$ cat src/rtl/uart_pkg.sv
// Shared types and constants for the configurable UART receiver.
package uart_pkg;

    typedef enum logic [2:0] {
        IDLE, START, DATA, PARITY, STOP1, STOP2, WAIT_HIGH
    } state_e;

    localparam logic [1:0] DB_5 = 2'b00;
    localparam logic [1:0] DB_6 = 2'b01;
    localparam logic [1:0] DB_7 = 2'b10;
    localparam logic [1:0] DB_8 = 2'b11;

    localparam int ENTRY_W = 10;

    typedef struct packed {
        logic       frame_err;
        logic       parity_err;
        logic [7:0] data;
    } rx_entry_t;

    function automatic logic [3:0] data_bit_count(input logic [1:0] code);
        case (code)
            DB_5:    return 4'd5;
            DB_6:    return 4'd6;
            DB_7:    return 4'd7;
            DB_8:    return 4'd8;
            default: return 4'd8;
        endcase
    endfunction

endpackage

$ cat src/rtl/uart_fifo_sync.sv
// First-word-fall-through synchronous FIFO; head is read straight from storage.
module uart_fifo_sync #(
    parameter int WIDTH = 10,
    parameter int DEPTH = 8
) (
    input  logic                     clk_i,
    input  logic                     rst_ni,
    input  logic                     clr_i,
    input  logic                     push_i,
    input  logic [WIDTH-1:0]         wdata_i,
    input  logic                     pop_i,
    output logic [WIDTH-1:0]         rdata_o,
    output logic                     empty_o,
    output logic                     full_o,
    output logic [$clog2(DEPTH):0]   level_o
);
    localparam int AW = $clog2(DEPTH);
    localparam logic [AW:0] FULL_LVL = (AW+1)'(DEPTH);

    logic [WIDTH-1:0] mem [DEPTH];
    logic [AW-1:0]    wptr, rptr;
    logic [AW:0]      count;
    logic             do_push, do_pop;

    assign empty_o = (count == '0);
    assign full_o  = (count == FULL_LVL);
    assign do_pop  = pop_i && !empty_o;
    // A full FIFO still accepts a write when the head leaves in the same cycle.
    assign do_push = push_i && (!full_o || do_pop);
    assign rdata_o = mem[rptr];
    assign level_o = count;

    always_ff @(posedge clk_i or negedge rst_ni) begin
        if (!rst_ni) begin
            wptr  <= '0;
            rptr  <= '0;
            count <= '0;
            for (int i = 0; i < DEPTH; i++) mem[i] <= '0;
        end else if (clr_i) begin
            wptr  <= '0;
            rptr  <= '0;
            count <= '0;
        end else begin
            if (do_push) begin
                mem[wptr] <= wdata_i;
                wptr      <= wptr + AW'(1);
            end
            if (do_pop) rptr <= rptr + AW'(1);
            count <= count + (AW+1)'(do_push) - (AW+1)'(do_pop);
        end
    end

endmodule

$ cat src/rtl/uart_rx_cfg.sv
// Runtime-configurable UART receiver (5-8 data bits, parity, 1/2 stop bits)
// with break detection and an FWFT receive FIFO.
module uart_rx_cfg
    import uart_pkg::*;
#(
    parameter int CNT_W      = 16,
    parameter int FIFO_DEPTH = 8
) (
    input  logic                          clk_i,
    input  logic                          rst_ni,
    input  logic                          rx_i,
    input  logic                          rx_enable_i,
    input  logic [CNT_W-1:0]              clks_per_bit_i,
    input  logic [1:0]                    data_bits_i,
    input  logic                          parity_en_i,
    input  logic                          parity_odd_i,
    input  logic                          stop2_i,
    input  logic                          clr_i,
    output logic [7:0]                    rdata_o,
    output logic                          frame_err_o,
    output logic                          parity_err_o,
    output logic                          rvalid_o,
    input  logic                          rready_i,
    output logic                          overflow_o,
    output logic                          break_o,
    output logic [$clog2(FIFO_DEPTH):0]   level_o
);
    state_e           state, state_d;
    logic             sync1, rxs;
    logic [CNT_W-1:0] cnt, cnt_d;
    logic [2:0]       idx, idx_d;
    logic [7:0]       shreg, shreg_d;
    logic [CNT_W-1:0] cfg_cpb, cfg_cpb_d;
    logic [1:0]       cfg_db, cfg_db_d;
    logic             cfg_pen, cfg_pen_d, cfg_podd, cfg_podd_d, cfg_stop2, cfg_stop2_d;
    logic             par_bit, par_bit_d, par_err, par_err_d, ferr, ferr_d;
    logic             push_q, push_d, brk_q, brk_d;
    rx_entry_t        entry_q, entry_d, head;
    logic [ENTRY_W-1:0] head_raw;
    logic             complete, is_break, bit_tick;
    logic [CNT_W-1:0] cpb_m1, half_m1;
    logic [2:0]       last_idx;
    logic             fifo_empty, fifo_full, overflow_q;

    assign cpb_m1   = cfg_cpb - CNT_W'(1);
    assign half_m1  = cpb_m1 >> 1;
    assign last_idx = 3'(data_bit_count(cfg_db) - 4'd1);
    assign bit_tick = (cnt == cpb_m1);

    always_ff @(posedge clk_i or negedge rst_ni) begin
        if (!rst_ni) begin
            sync1 <= 1'b1;
            rxs   <= 1'b1;
        end else begin
            sync1 <= rx_i;
            rxs   <= sync1;
        end
    end

    always_comb begin
        state_d     = state;
        cnt_d       = cnt;
        idx_d       = idx;
        shreg_d     = shreg;
        cfg_cpb_d   = cfg_cpb;
        cfg_db_d    = cfg_db;
        cfg_pen_d   = cfg_pen;
        cfg_podd_d  = cfg_podd;
        cfg_stop2_d = cfg_stop2;
        par_bit_d   = par_bit;
        par_err_d   = par_err;
        ferr_d      = ferr;
        entry_d     = entry_q;
        push_d      = 1'b0;
        brk_d       = 1'b0;
        complete    = 1'b0;
        is_break    = 1'b0;

        if (state inside {DATA, PARITY, STOP1, STOP2})
            cnt_d = bit_tick ? '0 : cnt + CNT_W'(1);

        unique case (state)
            IDLE: begin
                cnt_d = '0;
                idx_d = '0;
                if (rx_enable_i && !rxs) begin
                    state_d     = START;
                    shreg_d     = '0;
                    par_bit_d   = 1'b0;
                    par_err_d   = 1'b0;
                    ferr_d      = 1'b0;
                    cfg_cpb_d   = clks_per_bit_i;
                    cfg_db_d    = data_bits_i;
                    cfg_pen_d   = parity_en_i;
                    cfg_podd_d  = parity_odd_i;
                    cfg_stop2_d = stop2_i;
                end
            end
            START: begin
                if (cnt == half_m1) begin
                    cnt_d   = '0;
                    state_d = rxs ? IDLE : DATA;
                end else begin
                    cnt_d = cnt + CNT_W'(1);
                end
            end
            DATA: if (bit_tick) begin
                shreg_d[idx] = rxs;
                if (idx == last_idx) begin
                    idx_d   = '0;
                    state_d = cfg_pen ? PARITY : STOP1;
                end else begin
                    idx_d = idx + 3'd1;
                end
            end
            PARITY: if (bit_tick) begin
                par_bit_d = rxs;
                par_err_d = (((^shreg) ^ rxs) != cfg_podd);
                state_d   = STOP1;
            end
            STOP1: if (bit_tick) begin
                ferr_d = !rxs;
                if (cfg_stop2) state_d = STOP2;
                else           complete = 1'b1;
            end
            STOP2: if (bit_tick) begin
                ferr_d   = ferr | !rxs;
                complete = 1'b1;
            end
            WAIT_HIGH: if (rxs) state_d = IDLE;
            default: state_d = IDLE;
        endcase

        // A break is an all-zero frame; it is flagged, never queued.
        if (complete) begin
            is_break           = (shreg == '0) && !par_bit && ferr_d;
            brk_d              = is_break;
            push_d             = !is_break && !clr_i;
            entry_d.frame_err  = ferr_d;
            entry_d.parity_err = par_err;
            entry_d.data       = shreg;
            state_d            = ferr_d ? WAIT_HIGH : IDLE;
        end

        if (!rx_enable_i && state != IDLE) begin
            state_d = IDLE;
            cnt_d   = '0;
            push_d  = 1'b0;
            brk_d   = 1'b0;
        end
    end

    always_ff @(posedge clk_i or negedge rst_ni) begin
        if (!rst_ni) begin
            state     <= IDLE;
            cnt       <= '0;
            idx       <= '0;
            shreg     <= '0;
            cfg_cpb   <= '0;
            cfg_db    <= '0;
            cfg_pen   <= 1'b0;
            cfg_podd  <= 1'b0;
            cfg_stop2 <= 1'b0;
            par_bit   <= 1'b0;
            par_err   <= 1'b0;
            ferr      <= 1'b0;
            entry_q   <= '0;
            push_q    <= 1'b0;
            brk_q     <= 1'b0;
        end else begin
            state     <= state_d;
            cnt       <= cnt_d;
            idx       <= idx_d;
            shreg     <= shreg_d;
            cfg_cpb   <= cfg_cpb_d;
            cfg_db    <= cfg_db_d;
            cfg_pen   <= cfg_pen_d;
            cfg_podd  <= cfg_podd_d;
            cfg_stop2 <= cfg_stop2_d;
            par_bit   <= par_bit_d;
            par_err   <= par_err_d;
            ferr      <= ferr_d;
            entry_q   <= entry_d;
            push_q    <= push_d;
            brk_q     <= brk_d;
        end
    end

    uart_fifo_sync #(
        .WIDTH (ENTRY_W),
        .DEPTH (FIFO_DEPTH)
    ) u_fifo (
        .clk_i   (clk_i),
        .rst_ni  (rst_ni),
        .clr_i   (clr_i),
        .push_i  (push_q),
        .wdata_i (entry_q),
        .pop_i   (rready_i),
        .rdata_o (head_raw),
        .empty_o (fifo_empty),
        .full_o  (fifo_full),
        .level_o (level_o)
    );

    // Overflow only when the full FIFO is not being drained this cycle.
    always_ff @(posedge clk_i or negedge rst_ni) begin
        if (!rst_ni)                               overflow_q <= 1'b0;
        else if (clr_i)                            overflow_q <= 1'b0;
        else if (push_q && fifo_full && !rready_i) overflow_q <= 1'b1;
    end

    assign head         = rx_entry_t'(head_raw);
    assign rdata_o      = head.data;
    assign frame_err_o  = head.frame_err;
    assign parity_err_o = head.parity_err;
    assign rvalid_o     = !fifo_empty;
    assign overflow_o   = overflow_q;
    assign break_o      = brk_q;

endmodule
$ cat config.mk
export PLATFORM = sky130hd
export DESIGN_NAME = uart_rx_cfg
export DESIGN_NICKNAME = d
export VERILOG_FILES = /design/src/rtl/uart_pkg.sv /design/src/rtl/uart_fifo_sync.sv /design/src/rtl/uart_rx_cfg.sv
export SDC_FILE = /design/constraint.sdc
export NUM_CORES = 1
export LEC_CHECK = 0
export ABC_AREA = 0
export CAP_MARGIN = 5
export CORE_MARGIN = 1
export CORE_UTILIZATION = 35
export CTS_CLUSTER_DIAMETER = 30
export CTS_CLUSTER_SIZE = 12
export DETAILED_ROUTE_END_ITERATION = 10
export GPL_TIMING_DRIVEN = 0
export PLACE_DENSITY_LB_ADDON = 0.3
export SYNTH_ARGS = -nofsm -noshare
export SYNTH_HDL_FRONTEND = slang
export SYNTH_HIERARCHICAL = 1
export SYNTH_SLANG_ARGS = --single-unit
$ cat constraint.sdc
create_clock -name clk_i -period 8.1 [get_ports clk_i]
set_input_delay 1.62 -clock clk_i [delete_from_list [all_inputs] [get_ports clk_i]]
set_output_delay 1.62 -clock clk_i [all_outputs]
set_load 0.05 [all_outputs]
### Word level (Yosys, flattened, before mapping)

Cells that the tools add are included.

* bits in registers: 159
* input bits: 27
* output and inout bits: 17
* word-level logic and storage cells: 173

* add/subtract/negate cells: 8
* magnitude comparators: 5
* equality and inequality tests: 26
* muxes and demuxes: 59
* bitwise gates (word level): 5
* reductions and logical operators: 39

Operators by type and width (count)
* bitwise mux 80 bit: 1
* two-way mux 16 bit: 4
* two-way mux 3 bit: 18
* case mux 16 bit (2 select lines): 1
* binary-select mux 10 bit (select 3 bit): 1
* demux 10 bit (select 3 bit): 1
* two-way mux 10 bit: 3
* case mux 3 bit (7 select lines): 1
* adder 16 x 1 -> 16 bit (second input constant): 1
* == test 16 x 15 -> 1 bit: 1
* == test 16 bit: 1
* two-way mux 1 bit: 16
* two-way mux 8 bit: 2
* inequality test 4 x 3 -> 1 bit (second input constant): 4
* case mux 8 bit (2 select lines): 1
* subtractor 16 x 1 -> 16 bit (second input constant): 1
* inequality test 4 bit (second input constant): 3
* case mux 3 bit (4 select lines): 1
* logical AND 1 bit: 11
* nonzero test 2 bit: 5
* adder 3 x 1 -> 3 bit (second input constant): 3
* == test 3 bit (second input constant): 3
* AND reduction 9 bit: 1
* bitwise mux 8 bit: 1
* other kinds (38): 57

### Logic depth before layout (Yosys ltp)

* depth in word-level cells: 9
* mapped depth: 13
* depth with buffers taken out: 12

### Hierarchy

Netlist, hierarchy kept.

By module, submodules not included
* uart_rx_cfg: instances 1, cells an instance 497, area an instance 4578.1 µm², seq. area each 1729.2 µm²
* uart_fifo_sync: instances 1, cells an instance 281, area an instance 4341.7 µm², seq. area each 2252.2 µm²

### Worst setup path after synthesis

No wires, ideal clock.

* path type: in2reg
* start point: in rready_i
* end point: reg u_fifo.count[3], in the netlist u_fifo/level_o[3]
* library setup time: 0.125 ns
* arrival: 3.561 ns
* data required time: 7.975 ns
* path slack: 4.414 ns
* stages: 10
* path buffers: 1
* path through: nand2b_1 -> clkbuf_1 -> a21boi_0 -> inv_1 -> ha_1 -> inv_1 -> ha_1 -> a21o_1 -> a21oi_1 -> mux2_2

* cells in the longest elaborated chain, start to end: 6

Ends and longest elaborated chain
* from (decl): RTL line uart_rx_cfg.sv:23 `input logic rready_i,`
* logical AND 1 bit (*): RTL line uart_fifo_sync.sv:27 `assign do_pop = pop_i && !empty_o;`
* logical OR 1 bit: RTL line uart_fifo_sync.sv:29 `assign do_push = push_i && (!full_o || do_pop);`
* logical AND 1 bit: RTL line uart_fifo_sync.sv:29
* adder 4 x 1 -> 4 bit: RTL line uart_fifo_sync.sv:49 `count <= count + (AW+1)'(do_push) - (AW+1)'(do_pop);`
* subtractor 4 x 1 -> 4 bit (*): RTL line uart_fifo_sync.sv:49
* two-way mux 4 bit (*): RTL line uart_fifo_sync.sv:39 `end else if (clr_i) begin`
* to (signal assigned): RTL line uart_fifo_sync.sv:49
* to (decl): RTL line uart_fifo_sync.sv:22 `logic [AW:0] count;`

Every way passes the cells marked *; elsewhere a longest branch is shown, timed or not.
A chain may end at the register's enable or synchronous reset.

### Worst setup path in the final report

* start point: reg u_fifo.rptr[0]
* end point: out parity_err_o

* cells in the longest elaborated chain, start to end: 4

Ends and longest elaborated chain
* from (decl): RTL line uart_fifo_sync.sv:21 `logic [AW-1:0] wptr, rptr;`
* from (signal assigned): RTL line uart_fifo_sync.sv:48 `if (do_pop) rptr <= rptr + AW'(1);`
* NOT 3 -> 4 bit (implied by the code): RTL line uart_fifo_sync.sv:30 `assign rdata_o = mem[rptr];`
* binary-select mux 10 bit (select 3 bit): RTL line uart_fifo_sync.sv:30
* two-way mux 10 bit (implied by the code) (2 in series): RTL line uart_fifo_sync.sv:30
* to (decl): RTL line uart_rx_cfg.sv:21 `output logic parity_err_o,`

No other way between the ends. The select of a mux whose other input is x is not followed.

==> impl_metrics.yaml <==
sta:
  finalSetupViolCount: 0
  min_period_over_period_pct: 60.01
  tightest_slew_ps: 931.9
  maxSlewHeadroom_pct: 37.87
  hold_slack_ps: 357.9
  rsz0062_at_grt: "false"
  finClkSkew_ps: 16.06
  final_max_slew_viol_count: 0
  fin_crit_ps: 4861
  hold_viol_final: 0
  tns_ps: 0
  layout_setup_ws_ps: 3239
  timing.fmax_mhz: 205.7
yosys:
  synth_area_sq_um: 8920
  yosysWarnings: 6
  synth-compound-area-share_pct: 11.04
  yosys.area_share.adder_pct: 2.329
  synth_cell_types: 75
  synthMuxAreaShare_pct: 20.61
  syn_area_per_cell_sq_um: 11.47
  synth_fp_nets: 821
  postSynthCellCount: 778
  yosys.area.top_type: "dfrtp_1"
  ys_seq_elements: 159
  async_flop_share_pct: 100.0
  synth_seq_area_share_pct: 44.63
  synth_top_area_share_pct: 44.05
  synth_edf_count: 0
  synthTopCellsByArea: "dfrtp_1 44%, mux2_2 14%, mux4_2 5.0%"
  synth-simple-area-share_pct: 12.19
  synth_top_family_by_area: "multiplexers"
  synth-xor-area-share_pct: 5.078
  synth-main-ff-cell: "dfrtp_1"
die:
  die_h_um: 161.6
  row_count: 58
  die_w_um: 161.6
  dieArea_sq_um: 26130
  core_area_sq_um: 25110
  start_util_pct: 35.52
  io_pins: 44
clocking:
  cts.sinks: 159
  post_cts_buffers: 0
  cts_tree: "yes"
  htreeDepth: 4
  hold_buffers: 0
  path_clk_slew_ps: 70
  cts-root-buf: "clkbuf_16"
  clockBufferDepth: 2
  numCtsBuffers: 17
  ctsResizeCount: 0
  clk_latency_ps: 430
worst_setup_path:
  crit_chain: "buf_1, mux4_2, mux2_2, clkdlybuf4s50_1"
  crit_family: "buffers and inverters"
  path_class: "reg -> out"
  critPathMaxFanout: 10
  cp.arrival_ps: 3240
  critPathLaunchType: "flip-flop"
  crit_buf_inv: 2
  worstPathRequired_ps: 6480
  cpMaxStageDelayCell: "buf_1"
  slowest_delay_ps: 710
  crit_path_end_kind: "primary output"
routing:
  antenna_left: 0
  wire_per_inst_um: 16.49
  vias: 6241
  drt_iter0_drc: 471
  drc: 0
  viasPerCell: 5.271
  firstDrtPassIters: 5
  routed_wl_mm: 19.52
hold_path:
  holdCritPathClass: "reg -> reg"
grt:
  grt_overflow: 0
  grt_usage_pct: 15.90
  grt_pass1_wl_mm: 32.60
  antenna_found_initial: 0
  first_global_vias: 6234
  grt_max_degree: 92
place:
  pre_cts_ws_ps: 3544
  port_buffers: 43
  routabilityCongestion: 0.8685
  dpl.hpwl_mm: 13.47
  dp_cells: 1152
final_layout:
  area.growth.synth_to_final_pct: 16.19
  layout.nets: 884
  final_cell_mix: "157 x dfrtp_1, 114 x mux2_2, 45 x o21ai_0, 42 x clkdlybuf4s50_1, 41 x nand2_1"
  finalNonFillerCells: 1184
  mostFrequentLayoutCell: "dfrtp_1"
  drive_above_1_share_pct: 24.59
  n_antenna_cell: 0
power:
  powerDensity_nw_per_um2: 260.1
  p_leak_nw: 4.510
  total_power_mw: 2.695
  vdd_drop_max_v: 0.0001393
job:
  drv_cap: 0
status:
  outcome: "finished, final reports clean"
[layer usage]
| layer | routed length [um] | up-vias | part of all wire (%) | global-route usage (%) |
|---|---|---|---|---|
| met5 | 0 | - | 0 | 0 |
| met4 | 242 | 0 | 1.2 | 4.974 |
| met3 | 592 | 20 | 3.0 | 2.979 |
| met2 | 9316 | 122 | 48 | 26.18 |
| met1 | 9374 | 3129 | 48 | 21.10 |
| li1 | - | 2970 | - | - |
[kinds of logic after synthesis]
group	count (synthesis)
AOI/OAI and AO/OA	131
xor gates and xnor gates	47
adders and majority gates	16
buffers and inverters	85
DFF	159
muxes	144
and+or+nand+nor	196
[flip-flops by register name, summed over array words and instances, names as in the netlist, 2 cells and up]
| signal | flops |
|---|---|
| state | 3 |
| cfg_db | 2 |
| shreg | 8 |
| cfg_cpb | 16 |
| entry_q | 10 |
| u_fifo/wptr | 3 |
| u_fifo/level_o | 4 |
| u_fifo/mem | 80 |
| u_fifo/rptr | 3 |
| idx | 3 |
| cnt | 16 |
[cell usage after synthesis (5+ instances only)]
cell type and number:
dfrtp_1 157, mux2_2 114, o21ai_0 45, nand2_1 41, inv_1 34, xnor2_1 33
nor2_1 31, clkbuf_1 30, mux4_2 20, nand3_1 19, a21oi_1 18, nor2b_1 16
ha_1 15, nor3_1 14, buf_2 11, xor2_1 11, and3_1 10, or3_1 9
a22o_1 8, nand4_1 8, mux2i_1 7, nand2b_1 7, o31ai_1 7, a31oi_1 5
nor3b_1 5, nor4_1 5, o21ai_1 5, or4_1 5
[through the flow]
stage / utilization, % / cell area [sq um]
finish: 41.27 / 10360
global route: 41.27 / 10360
CTS: 41.27 / 10360
detailed placement: 39.01 / 9796
global placement: 38.88 / 9763
floorplan: - / 8920
[final cells by class]
type / count / area [sq um]
Fill cell: 2442 / 14750
Multi-Input combinational cell: 534 / 4571
Sequential cell: 159 / 3981
Timing Repair Buffer: 44 / 462.9
Clock buffer: 18 / 429.2
Tap cell: 330 / 412.9
Buffer: 51 / 240.2
Clock inverter: 14 / 138.9
Inverter: 34 / 127.6
[power breakdown]
| group | internal, mW | switching [mW] | total, mW |
|---|---|---|---|
| Sequential | 0.876 | 0.0904 | 0.967 |
| Combinational | 0.413 | 0.530 | 0.943 |
| Clock | 0.410 | 0.375 | 0.786 |
[path summary, 6_finish.rpt]
kind / cells after the start / endpoint / slack (ps) / from
max in group asynchronous: 2 / entry_q[5] / 6110 / rst_ni
min in group asynchronous: 1 / u_fifo/level_o[2] / 1140 / rst_ni
min reg2reg: 0 / rxs / 360 / sync1
min: 0 / rxs / 360 / sync1
max reg2reg: 13 / shreg[0] / 4210 / cfg_cpb[0]
max: 4 / parity_err_o / 3240 / u_fifo/rptr[0]
Note: power is estimated with default switching activity, not from simulation.
